$ cat config.mk
export PLATFORM = sky130hd
export DESIGN_NAME = uart_rx_fifo_flat
export DESIGN_NICKNAME = d
export VERILOG_FILES = /design/src/rtl/uart_rx_fifo_pkg.sv /design/src/rtl/uart_rx_fifo_if.sv /design/src/rtl/uart_rx_fifo_ram.sv /design/src/rtl/uart_rx_fifo.sv /design/src/flat_wrapper.sv
export SDC_FILE = /design/constraint.sdc
export NUM_CORES = 1
export LEC_CHECK = 0
export CORE_MARGIN = 8
export CORE_UTILIZATION = 39
export DETAILED_ROUTE_END_ITERATION = 10
export PLACE_DENSITY = 0.53
export SYNTH_ARGS = -nofsm -noshare
export SYNTH_HDL_FRONTEND = slang
export SYNTH_SLANG_ARGS = --single-unit
$ cat constraint.sdc
create_clock -name clk -period 6.8 [get_ports clk]
set_input_delay 1.02 -clock clk [delete_from_list [all_inputs] [get_ports clk]]
set_output_delay 1.02 -clock clk [all_outputs]
set_load 0.02 [all_outputs]
$ cat src/rtl/uart_rx_fifo_pkg.sv
// Shared UART constants: byte width and FIFO depth used by the RX/TX paths
// and the baud generator.
package uart_rx_fifo_pkg;

  localparam int UART_NB_DATA = 8;
  localparam int UART_FIFO_AW = 4;

  function automatic int unsigned fifo_depth(input int unsigned aw);
    return 32'd1 << aw;
  endfunction

endpackage

$ cat src/rtl/uart_rx_fifo_if.sv
// Byte/handshake bundle between UART receiver, RX FIFO and its consumer.
interface uart_rx_fifo_if #(
  parameter int NB_DATA = 8,
  parameter int ADDR_W  = 4
);

  logic [NB_DATA-1:0] i_rx_data;
  logic               i_rxdone;
  logic               i_rd;
  logic               i_clr_ovr;
  logic [NB_DATA-1:0] o_data;
  logic               o_empty;
  logic               o_full;
  logic [ADDR_W:0]    o_count;
  logic               o_overrun;

  modport slave (
    input  i_rx_data, i_rxdone, i_rd, i_clr_ovr,
    output o_data, o_empty, o_full, o_count, o_overrun
  );

  modport master (
    output i_rx_data, i_rxdone, i_rd, i_clr_ovr,
    input  o_data, o_empty, o_full, o_count, o_overrun
  );

endinterface

$ cat src/rtl/uart_rx_fifo_ram.sv
// 2**ADDR_W x NB_DATA register array: one synchronous write port, one
// asynchronous read port. Shared by the RX and TX FIFOs.
module uart_fifo_ram #(
  parameter int NB_DATA = 8,
  parameter int ADDR_W  = 4
) (
  input  logic               clk,
  input  logic               i_we,
  input  logic [ADDR_W-1:0]  i_waddr,
  input  logic [NB_DATA-1:0] i_wdata,
  input  logic [ADDR_W-1:0]  i_raddr,
  output logic [NB_DATA-1:0] o_rdata
);

  logic [NB_DATA-1:0] mem_q [2**ADDR_W];

  always_ff @(posedge clk) begin
    if (i_we) mem_q[i_waddr] <= i_wdata;
  end

  assign o_rdata = mem_q[i_raddr];

endmodule

$ cat src/rtl/uart_rx_fifo.sv
// First-word-fall-through receive FIFO behind the UART receiver; bytes that
// arrive while full are dropped and flagged by a sticky overrun bit.
module uart_rx_fifo
  import uart_rx_fifo_pkg::*;
#(
  parameter int NB_DATA = UART_NB_DATA,
  parameter int ADDR_W  = UART_FIFO_AW
) (
  input  logic           clk,
  input  logic           i_reset,
  uart_rx_fifo_if.slave  bus
);

  localparam int DEPTH = 2**ADDR_W;
  localparam logic [ADDR_W:0] FULL_CNT = (ADDR_W+1)'(DEPTH);

  logic [ADDR_W-1:0] wr_ptr_q, wr_ptr_d;
  logic [ADDR_W-1:0] rd_ptr_q, rd_ptr_d;
  logic [ADDR_W:0]   count_q,  count_d;
  logic              rxdone_q;
  logic              ovr_q,    ovr_d;

  logic empty, full, push_ev, pop, wr_en, drop;

  assign empty   = (count_q == '0);
  assign full    = (count_q == FULL_CNT);
  assign push_ev = bus.i_rxdone & ~rxdone_q;
  assign pop     = bus.i_rd & ~empty;
  // A simultaneous pop frees the slot the push needs, so full+pop accepts both.
  assign wr_en   = push_ev & (~full | pop);
  assign drop    = push_ev & full & ~pop;

  always_comb begin
    wr_ptr_d = wr_ptr_q;
    rd_ptr_d = rd_ptr_q;
    count_d  = count_q;
    ovr_d    = ovr_q;
    if (wr_en) wr_ptr_d = wr_ptr_q + ADDR_W'(1);
    if (pop)   rd_ptr_d = rd_ptr_q + ADDR_W'(1);
    case ({wr_en, pop})
      2'b10:   count_d = count_q + (ADDR_W+1)'(1);
      2'b01:   count_d = count_q - (ADDR_W+1)'(1);
      default: count_d = count_q;
    endcase
    if (drop)               ovr_d = 1'b1;
    else if (bus.i_clr_ovr) ovr_d = 1'b0;
  end

  // rxdone_q resets high so a done level straddling reset release never pushes.
  always_ff @(posedge clk) begin
    if (i_reset) begin
      wr_ptr_q <= '0;
      rd_ptr_q <= '0;
      count_q  <= '0;
      rxdone_q <= 1'b1;
      ovr_q    <= 1'b0;
    end else begin
      wr_ptr_q <= wr_ptr_d;
      rd_ptr_q <= rd_ptr_d;
      count_q  <= count_d;
      rxdone_q <= bus.i_rxdone;
      ovr_q    <= ovr_d;
    end
  end

  uart_fifo_ram #(
    .NB_DATA (NB_DATA),
    .ADDR_W  (ADDR_W)
  ) u_ram (
    .clk     (clk),
    .i_we    (wr_en & ~i_reset),
    .i_waddr (wr_ptr_q),
    .i_wdata (bus.i_rx_data),
    .i_raddr (rd_ptr_q),
    .o_rdata (bus.o_data)
  );

  assign bus.o_empty   = empty;
  assign bus.o_full    = full;
  assign bus.o_count   = count_q;
  assign bus.o_overrun = ovr_q;

endmodule

$ cat src/flat_wrapper.sv
// flat-port wrapper written by rule: the top's interface ports become plain ports
module uart_rx_fifo_flat import uart_rx_fifo_pkg::*;
#(
  parameter int NB_DATA = UART_NB_DATA,
  parameter int ADDR_W  = UART_FIFO_AW
)
  (clk, i_reset, bus_i_rx_data, bus_i_rxdone, bus_i_rd, bus_i_clr_ovr, bus_o_data, bus_o_empty, bus_o_full, bus_o_count, bus_o_overrun);
  uart_rx_fifo_if #(.NB_DATA(NB_DATA), .ADDR_W(ADDR_W)) bus_i ();
  input  logic clk;
  input  logic i_reset;
  input wire logic [$bits(bus_i.i_rx_data)-1:0] bus_i_rx_data;
  input wire logic [$bits(bus_i.i_rxdone)-1:0] bus_i_rxdone;
  input wire logic [$bits(bus_i.i_rd)-1:0] bus_i_rd;
  input wire logic [$bits(bus_i.i_clr_ovr)-1:0] bus_i_clr_ovr;
  output wire logic [$bits(bus_i.o_data)-1:0] bus_o_data;
  output wire logic [$bits(bus_i.o_empty)-1:0] bus_o_empty;
  output wire logic [$bits(bus_i.o_full)-1:0] bus_o_full;
  output wire logic [$bits(bus_i.o_count)-1:0] bus_o_count;
  output wire logic [$bits(bus_i.o_overrun)-1:0] bus_o_overrun;
  assign bus_i.i_rx_data = bus_i_rx_data;
  assign bus_i.i_rxdone = bus_i_rxdone;
  assign bus_i.i_rd = bus_i_rd;
  assign bus_i.i_clr_ovr = bus_i_clr_ovr;
  assign bus_o_data = bus_i.o_data;
  assign bus_o_empty = bus_i.o_empty;
  assign bus_o_full = bus_i.o_full;
  assign bus_o_count = bus_i.o_count;
  assign bus_o_overrun = bus_i.o_overrun;
  uart_rx_fifo #(.NB_DATA(NB_DATA), .ADDR_W(ADDR_W)) u_core (.clk(clk), .i_reset(i_reset), .bus(bus_i));
endmodule
==> impl_metrics.py <==
metrics = {
    "outcome": {
        "status": "completed",
    },
    "placement": {
        "gp_congestion": 0.736,
        "place_hpwl_um": 7760,
        "port_buffers": 28,
    },
    "floorplanning": {
        "rows": 45,
        "die_h_um": 140,
        "initial_core_util_pct": 39.6,
        "die_x_um": 140,
        "pin_count": 29,
        "core_um2": 15000,
        "die_area_um2": 19500,
    },
    "clocking": {
        "htreeDepth": 4,
        "postCtsSetupRepairBufs": 0,
        "insertion_delay_ns": 0.42,
        "post_cts_resized": 0,
        "hold_buffers": 0,
        "clk_pin_slew_worst_paths_ns": 0.06,
        "clk_root_buffer_cell": "clkbuf_16",
        "cts_buffers": 17,
        "cts_tree": "done",
        "cts_sinks": 147,
        "clockBufferDepth": 2,
    },
    "detailed_routing": {
        "dr.pass1.iters": 4,
        "ant_nets": 0,
        "wirelength_um": 12600,
        "wl_per_cell_um": 23.1,
        "vias": 2926,
        "via_per_inst": 5.36,
        "drc": 0,
        "drt_iter0_drc": 251,
    },
    "power_and_ir_drop": {
        "ir_drop_mv": 0.197,
        "finalPower_w": 0.00229,
        "p_per_area_nw_per_um2": 330,
        "p_leak_nw": 2.17,
    },
    "worst_setup_path": {
        "crit_type": "flop to output pin",
        "arrival_ns": 3.29,
        "crit_path_end_kind": "output pin",
        "worstPathMaxFanout": 32,
        "required_ns": 5.78,
        "r2r-start": "u_core.bus.o_count[3]",
        "start_kind": "flop",
    },
    "cells_and_area": {
        "syn2layout_area_growth_pct": 16.6,
        "fin_util_pct": 46.2,
        "num_antenna_cells": 0,
        "final_nets": 364,
        "drive_gt1_share_pct": 18.7,
    },
    "logic_synthesis": {
        "synth.yosys.seq_area_share_pct": 71.0,
        "async_flop_share_pct": 0,
        "synth_warnings": 0,
        "synth_flop_cell": "edfxtp_1",
        "syn-cell-area_um2": 5950,
        "synth_seq_cells": 147,
        "synth_cell_types": 43,
        "syn-instance-count": 306,
        "synth_edf_count": 128,
        "synth.avg_cell_area_um2": 19.4,
        "syn-num-nets": 325,
    },
    "timing": {
        "finalHoldViolCount": 0,
        "fin_crit_sh_pct": 63.4,
        "slew_headroom_pct": 19.3,
        "tightest_slew_ns": 1.21,
        "fin_tns_setup_ns": 0,
        "finalCriticalPeriod_ns": 4.31,
        "rsz0062_at_grt": "false",
        "fmax_ghz": 0.232,
        "setup_viol": 0,
        "finClkSkew_ns": 0.0110,
        "slew_viol_final": 0,
    },
    "run": {
        "timing.max_cap.violations": 0,
    },
    "global_route": {
        "antenna_found_initial": 0,
        "grt_usage_pct": 13.6,
        "grt-ovfl-total": 0,
        "grt_max_degree": 33,
        "grt_pass1_vias": 3077,
        "grt_pass1_wl_um": 19000,
    },
    "worst_hold_path": {
        "min-delay-start": "u_core.rd_ptr_q[2]",
        "hp-class": "flop to flop",
    },
}
## critical path, stage by stage (launching register included)
cell	delay (ns)
dfxtp_2	1.08
mux4_1	0.68
mux4_2	0.51
clkdlybuf4s50_1	0.56
## path summary, 6_finish.rpt
check	end	slack (ns)	depth (start not counted)
worst min register to register	u_core.rd_ptr_q[2]	0.51	2
worst min-delay path	u_core.rd_ptr_q[2]	0.51	2
worst max register to register	u_core.bus.o_count[4]	4.10	8
worst max-delay path	bus_o_data[0]	2.49	3
## cells in the final DEF, fill, tap and decap left out, types with 2 or more instances in the layout
| cell type | Yosys | layout |
|---|---|---|
| a211oi_1 | 2 | 2 |
| a21oi_1 | 6 | 6 |
| buf_4 | 0 | 6 |
| clkbuf_1 | 2 | 8 |
| clkbuf_16 | 0 | 17 |
| clkdlybuf4s50_1 | 0 | 28 |
| clkinv_1 | 0 | 3 |
| clkinv_2 | 0 | 2 |
| dfxtp_1 | 19 | 18 |
| edfxtp_1 | 128 | 128 |
| ha_1 | 6 | 6 |
| inv_1 | 5 | 5 |
| mux2_2 | 3 | 3 |
| mux2i_1 | 3 | 3 |
| mux4_1 | 12 | 12 |
| mux4_2 | 28 | 28 |
| nand2_1 | 5 | 5 |
| nand2b_1 | 2 | 2 |
| nand3_1 | 4 | 4 |
| nor2_1 | 29 | 29 |
| nor2b_1 | 6 | 6 |
| nor3_1 | 4 | 4 |
| nor3b_1 | 2 | 2 |
| o21ai_0 | 4 | 4 |
| or3_1 | 3 | 3 |
| xnor2_1 | 3 | 3 |
## cell usage after synthesis, drive strengths merged (2+ instances only)
master  instances  area [µm²]
or3             3        18.8
inv             5        18.8
a21oi           6        30.0
mux2i           3        30.0
o21ai           5        28.8
nand2b          2        12.5
buf            11        73.8
nor2           29         109
ha              6        75.1
clkbuf          3        12.5
nor3            4        20.0
mux4           40         946
or4             2        18.8
nor2b           6        37.5
xnor2           3        26.3
mux2            4        48.8
nand3           4        20.0
nor3b           2        15.0
edfxtp        128        3840
nand2           5        18.8
a211oi          2        15.0
dfxtp          19         380
## sequential cells by signal (all words and copies together) (netlist names), named ones only
| register | cells |
|---|---|
| u_core.bus.o_overrun | 1 |
| u_core.wr_ptr_q | 4 |
| u_core.bus.o_count | 5 |
| u_core.rxdone_q | 1 |
| u_core.u_ram.mem_q | 128 |
| u_core.rd_ptr_q | 4 |
## layout make-up
type / count / area [µm²]
Clock buffer: 25 / 455
Clock inverter: 7 / 58.8
Fill cell: 1281 / 8100
Inverter: 5 / 18.8
Multi-Input combinational cell: 140 / 1620
Sequential cell: 147 / 4230
Tap cell: 188 / 235
Timing Repair Buffer: 34 / 325
## metal layers
metal	track usage (%)	part of all wire [%]
met5	0	0
met4	6.35	0.92
met3	3.35	5.1
met2	21.8	49
met1	17.1	45
## metrics by stage
stage | hold WS, ns | setup WS (ns) | instance area, µm² | cells
after global routing | 0.545 | 2.31 | 6940 | 546
final | 0.511 | 2.49 | 6940 | 546
after detailed placement | 0.505 | 2.86 | 6420 | 514
after CTS | 0.517 | 2.40 | 6940 | 546
after global placement | 0.498 | 2.87 | 6420 | 514
after floorplan | 0.473 | 4.12 | 5950 | 306
## logic make-up (layout without fill, tap and decap cells)
family | count (synthesis) | after routing | share of synthesized area [%]
flip-flops | 147 | 147 | 71.0
AND/OR/NAND/NOR | 62 | 62 | 5.41
multiplexers | 47 | 47 | 17.2
AO/OA/AOI/OAI | 21 | 21 | 2.73
buffers and inverters | 19 | 71 | 1.77
adder cells (fa/ha/maj) | 6 | 6 | 1.26
XOR/XNOR | 4 | 4 | 0.589
## where the power goes
group | leakage [nW] | internal, W | switching (W)
clock network | 0.246 | 0.000497 | 0.000332
logic | 0.622 | 0.000226 | 0.000160
registers | 1.31 | 0.000997 | 0.0000756
total | 2.17 | 0.00172 | 0.000567
Power figures use the tool's default switching activity.
==> RTL change (same settings) <==
Make the reset (`i_reset`) asynchronous in one clocked block.
--- a/src/rtl/uart_rx_fifo.sv
+++ b/src/rtl/uart_rx_fifo.sv
@@ -49,3 +49,3 @@
   // rxdone_q resets high so a done level straddling reset release never pushes.
-  always_ff @(posedge clk) begin
+  always_ff @(posedge clk or posedge i_reset) begin
     if (i_reset) begin
Formal check against the unedited RTL: differs if i_reset is asserted again (counterexample within 4 cycles, from zero or initial values and one cycle with i_reset high); with i_reset held inactive, the same outputs for 10 cycles.
==> RTL change against the original RTL <==
Critical path depth unchanged; worst hold slack better by 21 ps; cell area rose by 1.1%; area after synthesis grew 0.57%; setup slack improved by 6.3 ps; wire length down 1.9%; sequential cell count is 4 lower.
Power is not compared: it rests on default switching activity, and its combinational part moved more than twofold at a synthesized area within 25%.
==> RTL change: results (changes against the original RTL) <==
| Metric | Value |
|---|---|
| Status | `completed` |
| Largest net degree at the start of global routing | `36 (+9.1%)` |
| CTS Buffer Depth | `2 (unchanged)` |
| P_leak | `0.002403 uW` |
| Via density per instance | `5.451 (+1.7%)` |
| Synth top area cells | `edfxtp_1, mux4_1, dfrtp_1` |
| Share of post-route cells with drive strength above 1 | `12.68% (-6.0 points)` |
| Maximum vdd drop | `0.0002209 V` |
| Clk root buf | `clkbuf_16` |
| Total Routing Usage GR | `13.62% (+0.037 points)` |
| Vias in the first global route | `3,000 (-2.5%)` |
| Register area share after synthesis | `70.55% (-0.46 points)` |
| Worst hold path type | `reg2reg` |
| DP Wirelength | `7842 um (+1.1%)` |
| Nets | `358 (-1.6%)` |
| Post-CTS sizing | `0 (unchanged)` |
| Final RePlAce weighted congestion | `0.7875 (+7.0%)` |
| Non-filler instance count after layout | `536 (-1.8%)` |
| Syn Nets | `322 (-0.92%)` |
| Worst Path Max Fanout | `35 (+9.4%)` |
| Fraction of registers with async set/reset | `10.49% (+10 points)` |
| First-pass GRT wire length | `19,100 um (+0.47%)` |
| Syn Area/Cell | `19.94 sq um (+2.6%)` |
| DRT Wirelength | `12,400 um (-1.9%)` |
| Commonest cells post-synth | `edfxtp_1, mux4_1, nand2_1, nor2_1, dfrtp_1` |
| Measured slew at the worst slew-check pin | `1262 ps (+55.74 ps)` |
| Fillers | `1,269 (-0.94%)` |
| # port buffers | `28 (unchanged)` |
| EDFF count, synth | `128 (unchanged)` |
| Netlist cell types | `39 (-9.3%)` |
| CTS clock-pin slew for the worst setup and hold paths | `50 ps` |
| Biggest register | `u_core.u_ram.mem_q` |
| Clk_skew | `5.319 ps (-5.649 ps)` |
| Max reg flops | `128 (unchanged)` |
| Placed cells | `505 (-1.8%)` |
| 1st-iter DRT viols | `263 (+4.8%)` |
| Postcts setup bufs | `0 (unchanged)` |
==> RTL change: final timing paths <==
check                                      from                  endpoint  slack (ps)  cells past startpoint
hold / removal             u_core.bus.o_overrun      u_core.bus.o_overrun         530                      2
min in group asynchronous               i_reset     u_core.bus.o_count[4]        1020                      2
setup / recovery             u_core.rd_ptr_q[0]             bus_o_data[6]        2490                      3
max in group asynchronous               i_reset        u_core.rd_ptr_q[0]        5340                      2
hold reg to reg            u_core.bus.o_overrun      u_core.bus.o_overrun         530                      2
setup reg to reg                u_core.rxdone_q  u_core.u_ram.mem_q[7][5]        3810                      4
==> RTL change: metrics by stage <==
step | area (sq um) | setup WS, ps
final | 7012 | 2494
after global routing | 7009 | 2390
after CTS | 7009 | 2426
after detailed placement | 6451 | 2628
after global placement | 6430 | 2359
after floorplan | 5982 | 3951
==> RTL change: kinds of logic (layout without fill, tap and decap cells) <==
| logic type | after synthesis | in the layout | share of synthesized area, % |
|---|---|---|---|
| DFF | 143 | 143 | 70.55 |
| xor gates and xnor gates | 8 | 8 | 1.171 |
| and+or+nand+nor | 53 | 53 | 4.351 |
| buffers and inverters | 23 | 70 | 2.029 |
| adders and majority gates | 9 | 9 | 2.008 |
| other | 0 | 1 | 0 |
| muxes | 43 | 43 | 17.44 |
| AOI/OAI and AO/OA | 21 | 21 | 2.447 |
==> RTL change: layout make-up <==
cell class              count  area [sq um]  area share, %
flip-flops and latches    143          4222          60.21
multi-input cells         134          1650          23.54
clock buffers              20         436.7          6.228
repair buffers             32         314.1          4.479
well taps                 188         235.2          3.355
clock inverters            10         121.4          1.731
inverters                   8         30.03         0.4283
diodes                      1         2.502        0.03569
==> RTL change: metal layers <==
layer,track usage (%),vias to the layer above,part of all wire [%]
li1,-,1319,-
met1,18.83,1503,46
met2,20.04,85,46
met3,3.386,15,6.5
met4,5.829,0,1.4
met5,0,-,0
==> RTL change: worst max-delay path: stages (launching register included) <==
cell,delay (ps)
dfrtp_2,1040
mux4_1,720
mux4_2,510
clkdlybuf4s50_1,550
==> RTL change: power by group <==
group / leakage [uW] / switching [uW] / internal, uW
Clock: 0.000276 / 326 / 565
Combinational: 0.000795 / 347 / 429
Sequential: 0.00133 / 152 / 1020
Total: 0.00240 / 826 / 2010
